$ cat src/rtl/platform_scheduler.sv
// platform_scheduler: per-frame sweep of the platform table doing the landing test,
// scroll and respawn through a single read port and a single write port.
module platform_scheduler #(
   parameter int NUM_PLAT = 16,
   parameter int SCREEN_H = 480,
   parameter int X_LIMIT  = 400,
   parameter int DOODLE_W = 20,
   parameter int HIT_BAND = 8
)(
   input  logic        Clk,
   input  logic        Reset,
   input  logic        frame_clk,
   input  logic        enable,
   input  logic [9:0]  doodle_x,
   input  logic [9:0]  doodle_y,
   input  logic        doodle_falling,
   input  logic [7:0]  scroll_amt,
   output logic [3:0]  rd_idx,
   input  logic [8:0]  rd_x,
   input  logic [8:0]  rd_y,
   input  logic [8:0]  rd_w,
   output logic        wr_en,
   output logic [3:0]  wr_idx,
   output logic [8:0]  wr_x,
   output logic [8:0]  wr_y,
   output logic        wr_respawn,
   output logic        hit,
   output logic [3:0]  hit_idx,
   output logic [8:0]  hit_y,
   output logic        busy,
   output logic        done,
   output logic [15:0] frame_count,
   output logic        overrun
);
   typedef enum logic [2:0] {IDLE, READ, EVAL, WRITE, DONE} state_t;
   state_t state, state_nx;
   logic [1:0]  rs;
   logic        rst_n;
   logic [2:0]  fs;
   logic        fr_edge, start, last, pending, hflag, hit_now, respawn, resp, fall, fb;
   logic [3:0]  slot, hidx;
   logic [8:0]  hy, lv, lx, px;
   logic [9:0]  dx, dy, ny, nw;
   logic [7:0]  scr;
   logic [15:0] lfsr;

   // reset asserts asynchronously but releases on a clock edge
   always_ff @(posedge Clk or negedge Reset)
      if (!Reset) rs <= '0;
      else rs <= {rs[0], 1'b1};
   assign rst_n = rs[1];

   assign fr_edge = fs[1] & ~fs[2];
   assign start   = state == IDLE && enable && (fr_edge || pending);
   assign last    = slot == 4'(NUM_PLAT - 1);
   assign hit_now = fall && dx + 10'(DOODLE_W) > {1'b0, rd_x} && dx < {1'b0, rd_x} + {1'b0, rd_w}
                    && dy >= {1'b0, rd_y} && dy < {1'b0, rd_y} + 10'(HIT_BAND);
   assign ny      = {1'b0, rd_y} + {2'b0, scr};
   assign nw      = ny - 10'(SCREEN_H);
   assign respawn = ny >= 10'(SCREEN_H);
   assign lv      = lfsr[8:0];
   assign lx      = lv < 9'(X_LIMIT) ? lv : lv - 9'(X_LIMIT);
   assign fb      = lfsr[0] ^ lfsr[2] ^ lfsr[3] ^ lfsr[5];

   assign rd_idx     = slot;
   assign wr_idx     = slot;
   assign wr_en      = state == WRITE;
   assign wr_respawn = wr_en & resp;
   assign busy       = state != IDLE;
   assign done       = state == DONE;
   assign hit        = done & hflag;

   always_comb begin
      state_nx = state;
      case (state)
         IDLE:    state_nx = start ? READ : IDLE;
         READ:    state_nx = EVAL;
         EVAL:    state_nx = WRITE;
         WRITE:   state_nx = last ? DONE : READ;
         default: state_nx = IDLE;
      endcase
   end

   always_ff @(posedge Clk or negedge rst_n) begin
      if (!rst_n) begin
         state <= IDLE;
         fs <= '0;
         pending <= 1'b0;
         overrun <= 1'b0;
         slot <= '0;
         hflag <= 1'b0;
         hidx <= '0;
         hy <= '0;
         hit_idx <= '0;
         hit_y <= '0;
         wr_x <= '0;
         wr_y <= '0;
         resp <= 1'b0;
         scr <= '0;
         dx <= '0;
         dy <= '0;
         fall <= 1'b0;
         frame_count <= '0;
         lfsr <= 16'hACE1;
      end else begin
         state <= state_nx;
         fs <= {fs[1:0], frame_clk};
         if (start) begin
            scr <= scroll_amt;
            dx <= doodle_x;
            dy <= doodle_y;
            fall <= doodle_falling;
            pending <= 1'b0;
            slot <= '0;
            hflag <= 1'b0;
         end else if (!enable) pending <= 1'b0;
         else if (fr_edge && busy) begin
            if (pending) overrun <= 1'b1;
            else pending <= 1'b1;
         end
         if (state == EVAL) begin
            wr_x <= respawn ? lx : rd_x;
            wr_y <= respawn ? nw[8:0] : ny[8:0];
            resp <= respawn;
            if (respawn) lfsr <= {fb, lfsr[15:1]};
            if (hit_now && !hflag) begin
               hflag <= 1'b1;
               hidx <= slot;
               hy <= rd_y;
            end
         end
         if (state == WRITE && !last) slot <= slot + 4'd1;
         if (state == WRITE && last && hflag) begin
            hit_idx <= hidx;
            hit_y <= hy;
         end
         if (done) frame_count <= frame_count + 16'd1;
      end
   end
endmodule

$ cat config.mk
export PLATFORM = sky130hd
export DESIGN_NAME = platform_scheduler
export DESIGN_NICKNAME = d
export VERILOG_FILES = /design/src/rtl/platform_scheduler.sv
export SDC_FILE = /design/constraint.sdc
export NUM_CORES = 1
export LEC_CHECK = 0
export CAP_MARGIN = 20
export CORE_UTILIZATION = 48
export DETAILED_ROUTE_END_ITERATION = 8
export PLACE_DENSITY_LB_ADDON = 0.05
export SLEW_MARGIN = 15
export SYNTH_ARGS = -nofsm -noshare
export SYNTH_HDL_FRONTEND = slang
export SYNTH_SLANG_ARGS = --single-unit
$ cat constraint.sdc
create_clock -name Clk -period 3.8 [get_ports Clk]
set_clock_uncertainty 0.05 [all_clocks]
set_input_delay 1.14 -clock Clk [delete_from_list [all_inputs] [get_ports Clk]]
set_output_delay 1.14 -clock Clk [all_outputs]
set_load 0.005 [all_outputs]
==> run summary, run 1 <==
Core ar. -> 13800 um^2
worst-skew pair later-pin latency -> 420 ps
Synth Instances -> 662
Tot GR Track Use -> 24.1%
CP Launch Type -> primary input
area of the die -> 14600 um^2
max incr delay on CP -> 300 ps
Post-DRT Antenna Nets -> 0
final setup fails -> 13
row cnt -> 43
vias -> 5550
I/O Buffers -> 120
most common cell after layout, fill and taps aside -> nand2_1
status -> finished, violations left
Syn Nets -> 781
min Tclk post-route -> 3890 ps
Mapped Area -> 6760 um^2
CP max FO -> 7
Fin Hold WS -> 236 ps
Post-synth EDFFs -> 0
largest net degree at the start of global routing -> 86
final setup margin -> -86.9 ps
commonest cells after routing, fill and taps aside -> 122 x nand2_1, 112 x dfrtp_1, 108 x clkdlybuf4s50_1
r2r worst-path depth -> 11
H-tree depth -> 4
Hold Fails Final Rpt -> 0
clock buffer count from CTS -> 17
Layout area overhead -> 39.8%
worst reg2reg setup slack -> 820 ps
Starting DRT DRC Count -> 254
WP data required -> 4050 ps
synthesized flop and latch total -> 121
clock slew at reported path FFs -> 60 ps
YS warnings -> 0
max-slew violations -> 0
initial antenna violation count -> 0
stages on the worst setup path -> 18
delay-heaviest family, CP -> compound AO/OA/AOI/OAI gates
routed len/inst -> 15.9 um
Post-DP Area -> 8660 um^2
worst vdd ir -> 410 uV
Seq/Total Area, Yosys -> 44.9%
Slew HR -> 57.7%
clk root buf -> clkbuf_16
Lkg Pwr -> 0.00446 uW
pwr/cell area -> 694 nW/um^2
DR vias/cell -> 5.33
CP Class -> primary input to register
global-route wire length before repair -> 27.4 mm
Final GP Congestion -> 0.843
Initial Utilization -> 48.9%
Max Cap Viol -> 0
Inserted Diodes -> 0
hpwl dp -> 11.9 mm
CTS tree -> built
fraction of registers with async set/reset -> 100%
failing checks -> negative setup slack
clk sinks -> 121
average size of a mapped cell -> 10.2 um^2
RSZ-0062 raised after global routing -> true
share of cells above drive strength 1 -> 24.7%
layout net count -> 968
post-route insts no fill -> 1042
Min-Delay Path Class -> register to async pin
slowest cell on the critical path -> mux2_4
critical path cell sequence -> buf_8 > ha_4 > a21o_1 > a21oi_4 > o21ai_2 > a21oi_4 > o21ai_2 > a21o_1 > a21oi_2 > ha_4 > a22oi_2 > nand3_1 > a21oi_2 > o21ai_2 > nor4_4 > buf_4 > clkbuf_16 > mux2_4
chip width -> 121 um
Max Freq -> 257 MHz
# hold bufs at CTS -> 0
Crit. End Element -> register
CP most frequent cell -> o21ai_2
Die Y -> 121 um
worst slew pin tran -> 633 ps
routed wire length -> 16.5 mm
Residual DRC -> 0
I/O pin cnt -> 121
Buf/Inv on CP -> 3
Max clock buf depth -> 2
crit path DAT -> 4140 ps
final instance area -> 9460 um^2
dpl cells -> 1002
vias in the first global route -> 5667
Cell variety after synth -> 64
Detailed Routing Iterations Pass 1 -> 5
Final period util -> 102%
total gr overflow -> 0
top_reg_cell synth -> dfrtp_1
==> kinds of logic (layout without fill, tap and decap cells) <==
family	count (synthesis)	count (layout)	share of synthesized area, %
muxes	49	49	8.53
AOI/OAI and AO/OA	122	122	12.1
buffers and inverters	54	254	3.59
xor gates and xnor gates	39	39	5.16
adders and majority gates	59	59	11.1
DFF	121	121	44.9
other	1	1	0.0555
and+or+nand+nor	217	217	14.5
==> registers in the layout (all words and copies together), names as in the netlist <==
register	cells
dy	10
fs	3
rs	2
hit_idx	4
fall	1
hy	9
rd_idx	4
hidx	4
wr_y	9
hflag	1
resp	1
wr_x	9
lfsr	16
scr	8
hit_y	9
dx	10
pending	1
state	3
frame_count	16
overrun	1
==> final cells by class <==
cell class | instances | area (um^2)
Clock buffer | 18 | 429
Clock inverter | 14 | 148
Fill cell | 1037 | 4370
Inverter | 33 | 124
Multi-Input combinational cell | 487 | 3710
Sequential cell | 121 | 3040
Tap cell | 180 | 225
Timing Repair Buffer | 189 | 1770
==> timing repair <==
item	CTS	global route
setup buffers	4	4
hold endpoints to repair	0	0
gates cloned	1	0
pin swaps	21	10
gates resized for setup	46	18
setup endpoints to repair	14	29
==> through the flow <==
| step | setup slack [ps] | utilization, % | setup TNS [ps] | total power, uW |
|---|---|---|---|---|
| floorplan | -211 | - | -2160 | 3790 |
| global placement | -828 | 62.6 | -17070 | 4790 |
| detailed placement | -1050 | 62.6 | -20110 | 4880 |
| CTS | 0.294 | 67.9 | 0 | 6570 |
| global route | -222 | 68.4 | -2600 | 7050 |
| finish | -86.9 | 68.4 | -622 | 6560 |
==> routing by layer <==
layer	wire, um	vias up	share of wire [%]	GRT usage, %
met3	671	25	4.1	5.52
met1	7330	2702	44	30.7
met2	8220	132	50	40.0
li1	-	2691	-	-
met4	312	0	1.9	8.41
met5	0	-	0	0
==> where the power goes <==
| group | leakage, uW | switching, uW | total, uW | internal [uW] |
|---|---|---|---|---|
| registers | 0.00154 | 361 | 2070 | 1710 |
| logic | 0.00265 | 1370 | 2920 | 1550 |
| clock network | 0.000269 | 603 | 1570 | 966 |
| total | 0.00446 | 2330 | 6560 | 4220 |
==> worst paths after layout <==
check | from | endpoint
setup / recovery | rd_x[1] | hy[2]$_DFFE_PN0P_
hold / removal | rs[1]$_DFF_PN0_ | dy[2]$_DFFE_PN0P_
setup reg to reg | dx[2]$_DFFE_PN0P_ | hy[2]$_DFFE_PN0P_
hold reg to reg | rs[1]$_DFF_PN0_ | dy[2]$_DFFE_PN0P_
max in group asynchronous | rs[1]$_DFF_PN0_ | lfsr[6]$_DFFE_PN1P_
min in group Clk | fs[0]$_DFF_PN0_ | fs[1]$_DFF_PN0_
==> synth_stat cells (2+ instances only) <==
| cell type | count | area, um^2 |
|---|---|---|
| a22oi_1 | 2 | 15.0 |
| nor3b_2 | 2 | 25.0 |
| o22ai_1 | 3 | 18.8 |
| or3_1 | 3 | 18.8 |
| a21o_1 | 8 | 60.1 |
| a21oi_1 | 30 | 150 |
| dfrtp_1 | 113 | 2830 |
| a211oi_1 | 4 | 30.0 |
| nor2_1 | 28 | 105 |
| fa_1 | 2 | 40.0 |
| buf_4 | 4 | 30.0 |
| o2111ai_1 | 3 | 26.3 |
| o211ai_1 | 3 | 22.5 |
| and3_1 | 4 | 25.0 |
| nand2b_1 | 2 | 12.5 |
| o221ai_1 | 2 | 17.5 |
| ha_1 | 57 | 713 |
| o31ai_1 | 5 | 37.5 |
| o21ai_0 | 40 | 200 |
| xor2_1 | 10 | 87.6 |
| nor2b_1 | 6 | 37.5 |
| nand4_1 | 10 | 62.6 |
| nand2_1 | 122 | 458 |
| dfstp_2 | 8 | 210 |
| nand3_1 | 13 | 65.1 |
| clkbuf_1 | 13 | 48.8 |
| o221a_2 | 4 | 45.0 |
| and2_1 | 3 | 18.8 |
| mux2_4 | 8 | 120 |
| o21a_1 | 4 | 30.0 |
| nor3_1 | 15 | 75.1 |
| xnor2_1 | 28 | 245 |
| mux2i_1 | 4 | 40.0 |
| mux2_2 | 37 | 417 |
| inv_1 | 33 | 124 |
(Power assumes the default switching activity.)
==> run 2, diff against run 1 <==
- CTS_CLUSTER_SIZE: unset -> 30
==> results of run 2 <==
The final DEF is identical to that of run 1; final timing and power are the same.
